## config.mk

```make
export PLATFORM = sky130hd
export DESIGN_NAME = complex_mac_sequencer
export DESIGN_NICKNAME = d
export VERILOG_FILES = /design/src/rtl/complex_mac_sequencer.sv
export SDC_FILE = /design/constraint.sdc
export NUM_CORES = 1
export LEC_CHECK = 0
export ABC_AREA = 1
export BUFFER_PORTS_ARGS = -buffer_cell sky130_fd_sc_hd__clkbuf_2
export CAP_MARGIN = 20
export CORE_MARGIN = 3
export CORE_UTILIZATION = 55
export DETAILED_ROUTE_END_ITERATION = 6
export GPL_TIMING_DRIVEN = 0
export PLACE_DENSITY_LB_ADDON = 0.05
export SLEW_MARGIN = 20
export SYNTH_ARGS = -nofsm -noshare
export SYNTH_HDL_FRONTEND = slang
export SYNTH_SLANG_ARGS = --single-unit
```

## constraint.sdc

```tcl
create_clock -name CLK -period 4.75 [get_ports CLK]
set_clock_uncertainty 0.05 [all_clocks]
set_input_delay 0.475 -clock CLK [delete_from_list [all_inputs] [get_ports CLK]]
set_output_delay 0.475 -clock CLK [all_outputs]
set_load 0.05 [all_outputs]
```

## src/rtl/complex_mac_sequencer.sv

```systemverilog
// Sequences the four partial products of a complex multiply onto a shared real MAC
// and returns {Re, Im} through a 2-entry FIFO. Optional feature macro: CMAC_CONJ_EN.
module complex_mac_sequencer #(
  parameter int A_WIDTH   = 18,
  parameter int B_WIDTH   = 18,
  parameter int RES_WIDTH = 48
) (
  input  logic                        CLK,
  input  logic                        RST,
  input  logic                        IN_VALID,
  output logic                        IN_READY,
  input  logic signed [A_WIDTH-1:0]   IN_AR,
  input  logic signed [A_WIDTH-1:0]   IN_AI,
  input  logic signed [B_WIDTH-1:0]   IN_BR,
  input  logic signed [B_WIDTH-1:0]   IN_BI,
`ifdef CMAC_CONJ_EN
  input  logic                        IN_CONJ,
`endif
  output logic                        OUT_VALID,
  input  logic                        OUT_READY,
  output logic signed [RES_WIDTH-1:0] OUT_RE,
  output logic signed [RES_WIDTH-1:0] OUT_IM,
  output logic signed [A_WIDTH-1:0]   MAC_A,
  output logic signed [B_WIDTH-1:0]   MAC_B,
  output logic                        MAC_LOAD,
  output logic                        MAC_ADDSUB,
  input  logic signed [RES_WIDTH-1:0] MAC_RES
);

  typedef enum logic [2:0] {
    IDLE = 3'd0,
    S0   = 3'd1,
    S1   = 3'd2,
    S2   = 3'd3,
    S3   = 3'd4
  } state_t;

  state_t                      state_r, state_s;
  logic signed [A_WIDTH-1:0]   ar_r, ai_r, mac_a_r, mac_a_s;
  logic signed [B_WIDTH-1:0]   br_r, bi_r, mac_b_r, mac_b_s;
  logic                        conj_r, conj_in_s;
  logic                        load_r, load_s, addsub_r, addsub_s;
  logic                        accept_s, pop_s, push_s;
  logic [1:0]                  out_cnt_r;
  logic [1:0]                  tag_r;
  logic [1:0]                  fifo_cnt_r;
  logic                        wr_ptr_r, rd_ptr_r;
  logic signed [RES_WIDTH-1:0] re_hold_r;
  logic signed [RES_WIDTH-1:0] fifo_re_r [2];
  logic signed [RES_WIDTH-1:0] fifo_im_r [2];

`ifdef CMAC_CONJ_EN
  assign conj_in_s = IN_CONJ;
`else
  assign conj_in_s = 1'b0;
`endif

  assign IN_READY   = !RST && ((state_r == IDLE) || (state_r == S3)) && (out_cnt_r < 2'd2);
  assign accept_s   = IN_VALID && IN_READY;
  assign OUT_VALID  = (fifo_cnt_r != 2'd0);
  assign pop_s      = OUT_VALID && OUT_READY;
  assign push_s     = tag_r[1];
  assign OUT_RE     = fifo_re_r[rd_ptr_r];
  assign OUT_IM     = fifo_im_r[rd_ptr_r];
  assign MAC_A      = mac_a_r;
  assign MAC_B      = mac_b_r;
  assign MAC_LOAD   = load_r;
  assign MAC_ADDSUB = addsub_r;

  // Next state and the MAC drive for that state; flags steer the product issued one cycle later.
  always_comb begin
    state_s  = state_r;
    mac_a_s  = {A_WIDTH{1'b0}};
    mac_b_s  = {B_WIDTH{1'b0}};
    load_s   = 1'b0;
    addsub_s = 1'b0;
    case (state_r)
      IDLE: begin
        if (accept_s) state_s = S0;
        else          state_s = IDLE;
      end
      S0: state_s = S1;
      S1: state_s = S2;
      S2: state_s = S3;
      S3: begin
        if (accept_s) state_s = S0;
        else          state_s = IDLE;
      end
      default: state_s = IDLE;
    endcase
    case (state_s)
      S0: begin
        mac_a_s  = IN_AR;
        mac_b_s  = IN_BR;
        load_s   = 1'b1;
        addsub_s = !conj_in_s;
      end
      S1: begin
        mac_a_s = ai_r;
        mac_b_s = bi_r;
      end
      S2: begin
        if (conj_r) begin
          mac_a_s = ai_r;
          mac_b_s = br_r;
        end else begin
          mac_a_s = ar_r;
          mac_b_s = bi_r;
        end
        load_s   = 1'b1;
        addsub_s = conj_r;
      end
      S3: begin
        if (conj_r) begin
          mac_a_s = ar_r;
          mac_b_s = bi_r;
        end else begin
          mac_a_s = ai_r;
          mac_b_s = br_r;
        end
      end
      default: begin
        mac_a_s  = {A_WIDTH{1'b0}};
        mac_b_s  = {B_WIDTH{1'b0}};
      end
    endcase
  end

  // Issue FSM, operand latch, registered MAC drive and outstanding-operation count.
  always_ff @(posedge CLK) begin
    if (RST) begin
      state_r   <= IDLE;
      ar_r      <= {A_WIDTH{1'b0}};
      ai_r      <= {A_WIDTH{1'b0}};
      br_r      <= {B_WIDTH{1'b0}};
      bi_r      <= {B_WIDTH{1'b0}};
      conj_r    <= 1'b0;
      mac_a_r   <= {A_WIDTH{1'b0}};
      mac_b_r   <= {B_WIDTH{1'b0}};
      load_r    <= 1'b0;
      addsub_r  <= 1'b0;
      out_cnt_r <= 2'd0;
    end else begin
      state_r  <= state_s;
      mac_a_r  <= mac_a_s;
      mac_b_r  <= mac_b_s;
      load_r   <= load_s;
      addsub_r <= addsub_s;
      if (accept_s) begin
        ar_r   <= IN_AR;
        ai_r   <= IN_AI;
        br_r   <= IN_BR;
        bi_r   <= IN_BI;
        conj_r <= conj_in_s;
      end
      case ({accept_s, pop_s})
        2'b10:   out_cnt_r <= out_cnt_r + 2'd1;
        2'b01:   out_cnt_r <= out_cnt_r - 2'd1;
        default: out_cnt_r <= out_cnt_r;
      endcase
    end
  end

  // Result capture (Re at end of S3, Im two cycles later) and the 2-entry output FIFO.
  always_ff @(posedge CLK) begin
    if (RST) begin
      tag_r        <= 2'b00;
      re_hold_r    <= {RES_WIDTH{1'b0}};
      fifo_re_r[0] <= {RES_WIDTH{1'b0}};
      fifo_re_r[1] <= {RES_WIDTH{1'b0}};
      fifo_im_r[0] <= {RES_WIDTH{1'b0}};
      fifo_im_r[1] <= {RES_WIDTH{1'b0}};
      wr_ptr_r     <= 1'b0;
      rd_ptr_r     <= 1'b0;
      fifo_cnt_r   <= 2'd0;
    end else begin
      tag_r <= {tag_r[0], (state_r == S3)};
      if (state_r == S3) re_hold_r <= MAC_RES;
      if (push_s) begin
        fifo_re_r[wr_ptr_r] <= re_hold_r;
        fifo_im_r[wr_ptr_r] <= MAC_RES;
        wr_ptr_r            <= !wr_ptr_r;
      end
      if (pop_s) rd_ptr_r <= !rd_ptr_r;
      case ({push_s, pop_s})
        2'b10:   fifo_cnt_r <= fifo_cnt_r + 2'd1;
        2'b01:   fifo_cnt_r <= fifo_cnt_r - 2'd1;
        default: fifo_cnt_r <= fifo_cnt_r;
      endcase
    end
  end

endmodule

```

==> metrics, run 1 <==
peak supply drop approximately 0.46 mV; post-synthesis register bit count 362; EDFF count, synth 192; critical path class reg2out; maxcap violations 0; placed cell areas 16300 um2; clock tree from TritonCTS built; core region area ~26000 um2; Crit path required time 4.22 ns; crit-path max FO 10; syn_nets 1552; Layout fillers 2004; Final period util slightly above 60%; Buffers on Ports about 260; CTS max path bufs 3; Hold WC Path Type in2reg; Final Hold Viols 0; Post-synth top cells nor2_1, edfxtp_1, nand2_1; count leader, synth nor2_1; Logic pwr share under 10%; Reg clk slew, reported paths about 0.070 ns; unrepaired setup endpoints after global routing false; CTS H-tree depth 2; Internal 5410 uW; area delta synth->final 21.5%; antenna violations before repair 3; CTS sink cnt 362; Num CTS Buffers 38; critical path cell sequence clkbuf_1 -> buf_2 -> buf_4 -> mux2_2 -> clkbuf_2; die extent in x roughly 170 um; R2R depth 6; element type at the critical path start register; Post-CTS Resized 0; hold-fix buffer count after cts 0; dpl ws 1.90 ns; setup ws final 1.81 ns; aggregate global routing overflow 0; post-CTS setup repair buffer count 0; Final Max Tran Viols 0; setup violators final 0; area occupied by multi-input gates 4230 um2; Final #Nets 1853; Pleak 0.00740 uW; Seq/Total Area, Yosys 63.3%; gr usage total 24.3%; DRT Pass-1 Iters 6; layout cells sized above 1 ~28%; hold depth 3; Finished Cell Area approximately 18000 um2; WP data arrival 2.42 ns; die area 28300 um2; initial DRC count 799; Max Clk Rate 340 MHz; Distinct cells, synth 29; status complete, no violations; Syn Inst Count 1426; slew margin rel. 57.3%; Starting Density 56.7%; slowest CP cell mux2_2; Worst setup EP type primary output; routed len/inst 16.8 um; cell row count between 50 and 60; sw power 1690 uW; largest net degree at the start of global routing 48; Slew @ Worst Pin 0.640 ns; IO Pins between 200 and 300; post-synth top area share 39.8%; clock power share 42.7%; Avg Inst Size Synth 10.2 um2; first-pass GRT wire length around 55000 um; Ys Warns 0; Synth async-reset ratio 0%; antenna-violating nets left 0; Vias/cell 5.18; synth top area cells edfxtp_1, dfxtp_1, mux2_2; Synth area leader edfxtp_1; power share of the sequential group about half; Cell Pwr Density 404 nW/um2; Die H 168 um; FF+latch area 9170 um2; post-route DRC violation count 0; post-layout min period 2.94 ns; drt total wl 35200 um; detailed-placement wirelength estimate 24100 um; GPL Wtd Cong 0.847; via count 10820; root buf cell clkbuf_16; Final Util slightly below 70%; CP max stage delay 0.38 ns; Sw Share 23.8%; prevailing post-synth register cell edfxtp_1; vias in the first global route 10589; Post-Syn Area between 10000 and 15000 um2; worst skew pair latency roughly 0.52 ns
## power groups by stage
stage	clock network (uW)	registers [uW]	logic, uW
after floorplan	0	3550	371
after global placement	0	3510	619
after detailed placement	0	3510	635
after CTS	3060	3440	638
after global routing	3200	3450	686
final	3030	3440	635
## logic make-up after synthesis
group / count (synthesis) / share of synthesized area [%]
AO/OA/AOI/OAI: 197 / 6.83
adder cells (fa/ha/maj): 2 / 0.173
buffers and inverters: 253 / 7.69
flip-flops: 362 / 63.3
multiplexers: 96 / 7.46
AND/OR/NAND/NOR: 516 / 14.6
## placed cells by master, fill, tap and decap left out, types with 2 or more instances in the layout
master     synthesis  final
clkbuf_2           1    258
nor2_1           256    256
edfxtp_1         192    192
nand2_1          192    190
dfxtp_1          170    170
inv_1            160    160
a21oi_1          125    125
mux2_2            96     96
o21ai_0           66     66
clkbuf_1          34     40
clkbuf_16          0     39
nand4_1           36     36
buf_2             31     31
nand3_1           23     23
buf_4             15     15
clkbuf_8           0     10
buf_6              9      9
clkinv_2           1      7
o21ai_1            4      4
nand2_4            1      3
bufinv_16          0      3
buf_16             0      3
nor3_1             2      2
nor2_4             2      2
ha_1               2      2
clkinv_1           0      2
## critical path, delay by kind of cell, from the launching register on
family | cells | cell delay (ns)
buffers and inverters | 4 | 1.20
multiplexers | 1 | 0.38
flip-flops | 1 | 0.30
## stage by stage
| stage | TNS (ns) | power (uW) | hold slack (ns) | cells |
|---|---|---|---|---|
| after floorplan | 0 | 3930 | 0.338 | 1426 |
| after global placement | -162.18 | 4130 | 0.345 | 2013 |
| after detailed placement | 0 | 4140 | 0.347 | 2017 |
| after CTS | 0 | 7140 | 0.122 | 2086 |
| after global routing | 0 | 7330 | 0.130 | 2087 |
| final | 0 | 7110 | 0.134 | 2087 |
## final timing paths
kind	slack [ns]	from	endpoint
setup / recovery	1.81	register	OUT_RE[41]
hold / removal	0.13	IN_BI[2]	bi_r[2]
setup reg to reg	2.26	wr_ptr_r	fifo_im_r[1][17]
hold reg to reg	0.36	tag_r[0]	tag_r[1]
## per-layer routing
| layer | GRT usage [%] | routed length (um) | vias to the layer above |
|---|---|---|---|
| li1 | - | - | 5280 |
| met1 | 30.2 | 14000 | 5069 |
| met2 | 42.2 | 17600 | 392 |
| met3 | 5.17 | 2380 | 75 |
| met4 | 8.43 | 1140 | 4 |
| met5 | 0 | 34 | - |
## registers in the layout, summed over array words and instances, names as in the netlist, named ones only
name,flops
br_r,18
MAC_B,18
MAC_LOAD,1
fifo_im_r,96
MAC_A,18
fifo_re_r,96
wr_ptr_r,1
bi_r,18
fifo_cnt_r,2
MAC_ADDSUB,1
state_r,3
re_hold_r,48
out_cnt_r,2
tag_r,2
rd_ptr_r,1
ai_r,18
ar_r,18
## layout make-up
type,instances,area share (%)
Clock inverter,14,0.909
Tap cell,330,2.34
Sequential cell,362,52.1
Timing Repair Buffer,261,7.89
Antenna cell,1,0.0142
Inverter,162,3.46
Multi-Input combinational cell,811,24.0
Buffer,91,2.87
Clock buffer,55,6.45
Note: power is estimated with default switching activity, not from simulation.
==> run 2: changes to the inputs <==
clock period = 3 ns   (was 4.75 ns; I/O delays follow)
==> run 2 against run 1 <==
Critical path depth did not move. Sequential share of layout area down 1.0 points. Global-route usage is 0.55 points higher. Combinational power is 67% higher. Critical path type unchanged. Largest power group unchanged.
==> metrics, run 2 (synthesized netlist as in run 1, its figures left out) <==
status complete, no violations; Max Clk Rate about 360 MHz; element type at the critical path start register; placed cell areas 16300 um2; die extent in x 168 um; setup violators final 0; Fin Hold WS 0.0197 ns; unrepaired setup endpoints after global routing false; core region area 25500 um2; drt total wl 36000 um; largest net degree at the start of global routing 57; gr usage total about a quarter; via count 11064; r2r setup slk approximately 0.50 ns; commonest non-fill, non-tap cell in the layout clkbuf_2; Setup TNS 0 ns; Buffers on Ports about 260; Hold WC Path Type in2reg; detailed-placement wirelength estimate 23900 um; layout cells sized above 1 25.9%; post-route DRC violation count 0; critical path endpoint OUT_RE[18]; die area about 28000 um2; cell row count 58; Die H 168 um; Vias/cell 5.18; Final #Nets 1904; first-pass GRT wire length approximately 57000 um; Final Hold Viols 0; post-layout min period between 2 and 3 ns; initial DRC count 651; slew margin rel. 43.3%; routed len/inst 16.9 um; GPL Wtd Cong 0.842; crit-path max FO 10; critical path class reg2out; CTS max path bufs 3; area delta synth->final 23.9%; antenna cells 0; peak supply drop 0.478 mV; antenna violations before repair 1; Starting Density 56.7%; Reg clk slew, reported paths ~0.060 ns; most frequent cells in the layout clkbuf_2, nor2_1, edfxtp_1; worst skew pair latency 0.51 ns; DRT Pass-1 Iters 6; Worst setup EP type primary output; Cell Pwr Density 605 nW/um2; RR Endpoint fifo_im_r[0][13]; Pleak 0.00752 uW; maxcap violations 0; root buf cell clkbuf_16; Num CTS Buffers 38; Finished Cell Area 18000 um2; Crit Reg-Reg Startpoint tag_r[1]; largest registers fifo_im_r x96, fifo_re_r x96, re_hold_r x48; hold depth 3; CTS H-tree depth 2; antenna-violating nets left 0; clock tree from TritonCTS built; WP data arrival 2.46 ns; Final Max Tran Viols 0; aggregate global routing overflow 0; post-CTS setup repair buffer count 0; IO Pins 260; R2R depth 7; vias in the first global route 11155; Post-Layout Cell Count roughly 2100; placed cell count 2015; CTS sink cnt approximately 360; Crit path required time around 2.7 ns; Slew @ Worst Pin about 0.85 ns; Final period util 93.7%; total power 10900 uW
## run 2: changes by cell type in the layout (fill, tap and decap cells not counted), moves of 2 or more
cell	previous run	this run
bufinv_16	3	0
clkbuf_1	40	54
clkbuf_8	10	3
clkinv_2	7	3
dlygate4sd3_1	0	53
nand2_4	3	1
nand2_8	0	2
## run 2: worst max-delay path, stage by stage, from the launching register on
cell and delay [ns]:
dfxtp_1 0.31, clkbuf_1 0.39, buf_2 0.36, buf_4 0.26
mux2_2 0.38, clkbuf_2 0.24
## run 2: metal layers
metal	track usage [%]	wire, um
met1	30.3	14600
met2	44.9	18300
met3	4.46	2100
met4	7.76	1010
met5	0	20
## run 2: area by class of cell
type	count	area, um2
Buffer	91	505
Clock buffer	63	1120
Clock inverter	5	26.3
Fill cell	1997	7590
Inverter	162	609
Multi-Input combinational cell	811	4240
Sequential cell	362	9170
Tap cell	330	413
Timing Repair Buffer	312	1870
## run 2: per-stage QoR
stage | utilization, % | setup WS (ns)
finish | 70.3 | 0.189
global route | 70.3 | 0.110
CTS | 70.3 | 0.173
detailed placement | 63.7 | 0.376
global placement | 63.4 | -0.844
floorplan | - | 0.373
## run 2: worst min path at each step
stage,from,endpoint
final,IN_AR[3],ar_r[3]
after global routing,IN_AR[3],ar_r[3]
after CTS,IN_AR[3],ar_r[3]
after detailed placement,tag_r[0],tag_r[1]
after global placement,tag_r[0],tag_r[1]
after floorplan,tag_r[0],tag_r[1]
## run 2: where the power goes
| part | switching [uW] | internal, uW |
|---|---|---|
| combinational | 728 | 329 |
| sequential | 63.7 | 5380 |
| clock | 1820 | 2540 |
## run 2: timing repair
item | 4_1_cts | 5_1_grt
resized for setup | 0 | 0
hold endpoints to repair | 53 | 0
hold buffers | 53 | 0
==> run 3: changes to the inputs <==
PLACE_DENSITY = 0.85   (was default)
PLACE_DENSITY_LB_ADDON = default   (was 0.05)
==> run 3 against run 2 <==
The run now ends with DRC left. Cell area is 0.25% higher. Power is 2.0% higher. Die area stayed put. Worst hold slack worse by 0.0046 ns. Via count is 4.0% higher. Cell count is 0.28% lower. Register-to-register slack better by 0.16 ns. Non-clock buffer count is 1 lower. Global-route usage is 1.8 points higher.
==> metrics, run 3 (synthesized netlist as in run 1, its figures left out) <==
status finished, violations left; failing checks DRC; die extent in x 168 um; initial DRC count 1088; Post-CTS Resized 0; routed len/inst 18.2 um; worst skew pair latency 0.53 ns; clock power share 41.1%; Final Hold Viols 0; Vias/cell about 5.4; Hold WC Path Type in2reg; root buf cell clkbuf_16; placed cell count 2015; CP bufs+invs 4; Reg clk slew, reported paths approximately 0.060 ns; most frequent cells in the layout clkbuf_2, nor2_1, edfxtp_1; Crit path required time about 2.7 ns; unrepaired setup endpoints after global routing false; CP max stage delay around 0.4 ns; antenna violations before repair 3; antenna cells 0; commonest non-fill, non-tap cell in the layout clkbuf_2; CTS max path bufs 3; dpl ws roughly 0.60 ns; CTS H-tree depth 2; Die H roughly 170 um; setup violators final 0; vias in the first global route 11570; CP delay by family, top buffers and inverters; WP data arrival 2.30 ns; gr usage total 26.6%; die area 28300 um2; CTS sink cnt 362; Cell Pwr Density 616 nW/um2; DRT Pass-1 Iters 7; GPL Wtd Cong ~0.92; Starting Density 56.7%; total power 11100 uW; Final #Nets 1901; Internal approximately 8400 uW; core region area approximately 26000 um2; IO Pins 260; slew margin rel. 41.2%; power share of the sequential group roughly half; post-CTS setup repair buffer count 0; Num CTS Buffers 36; post-layout min period 2.65 ns; placed cell areas 16300 um2; Slew @ Worst Pin 0.882 ns; post-route DRC violation count 13; clock tree from TritonCTS built; Sw Share 24.1%; Final Max Tran Viols 0; Post-Layout Cell Count 2130; element type at the critical path start register; sw power 2670 uW; maxcap violations 0; first-pass GRT wire length 60100 um; critical path class reg2out; Finished Cell Area around 18000 um2; cell row count 58; slowest CP cell mux2_2; Worst setup EP type primary output; critical path cell sequence clkbuf_1 -> buf_2 -> buf_4 -> mux2_2 -> clkbuf_2; layout cells sized above 1 26.6%; Fin Hold WS about 0.015 ns; Max Clk Rate around 380 MHz; area delta synth->final 24.2%; largest registers fifo_im_r x96, fifo_re_r x96, re_hold_r x48; Final period util 88.4%; Pleak 0.00755 uW; Logic pwr share 9.7%; hold-fix buffer count after cts 52; largest net degree at the start of global routing 87; detailed-placement wirelength estimate 25400 um; aggregate global routing overflow 0; drt total wl just under 40000 um; antenna-violating nets left 0; via count roughly 12000; peak supply drop 0.463 mV; Buffers on Ports 257; setup ws final 0.349 ns; crit-path max FO 10
run 3: per-layer routing:
layer / track usage [%] / vias up / part of all wire (%)
li1: - / 5369 / -
met1: 31.3 / 5409 / 37
met2: 47.9 / 616 / 51
met3: 6.03 / 109 / 8.9
met4: 9.43 / 6 / 3.3
met5: 0 / - / 0.10
run 3: final timing paths:
path,to,cells past startpoint,slack [ns],start
max reg2reg,fifo_im_r[0][31],7,0.66,tag_r[1]
max,OUT_RE[40],5,0.35,register
min reg2reg,tag_r[1],2,0.36,tag_r[0]
min,ai_r[14],3,0.02,IN_AI[14]
run 3: stage by stage:
step | setup TNS (ns) | util (%)
4_1_cts | 0 | 70.5
2_1_floorplan | 0 | -
5_1_grt | 0 | 70.5
3_3_place_gp | -146.53 | 63.4
3_5_place_dp | 0 | 63.7
6_report | 0 | 70.5
run 3: final cells by class:
| cell class | count | area, um2 |
|---|---|---|
| Inverter | 162 | 609 |
| Fill cell | 1750 | 7540 |
| Multi-Input combinational cell | 811 | 4240 |
| Clock inverter | 12 | 151 |
| Timing Repair Buffer | 311 | 1860 |
| Buffer | 91 | 505 |
| Tap cell | 330 | 413 |
| Clock buffer | 51 | 1050 |
| Sequential cell | 362 | 9170 |
run 3: power groups by stage:
| stage | combinational, uW | sequential (uW) | clock, uW |
|---|---|---|---|
| 3_3_place_gp | 963 | 5550 | 0 |
| 6_report | 1070 | 5450 | 4560 |
| 4_1_cts | 1050 | 5450 | 4570 |
| 2_1_floorplan | 588 | 5620 | 0 |
| 5_1_grt | 1140 | 5460 | 4780 |
| 3_5_place_dp | 989 | 5550 | 0 |
run 3: tightest hold or removal path, delay by kind of cell:
family | cells | cell delay [ns]
buf+inv | 1 | 0.09
simple gates | 1 | 0.07
compound gates | 1 | 0.07
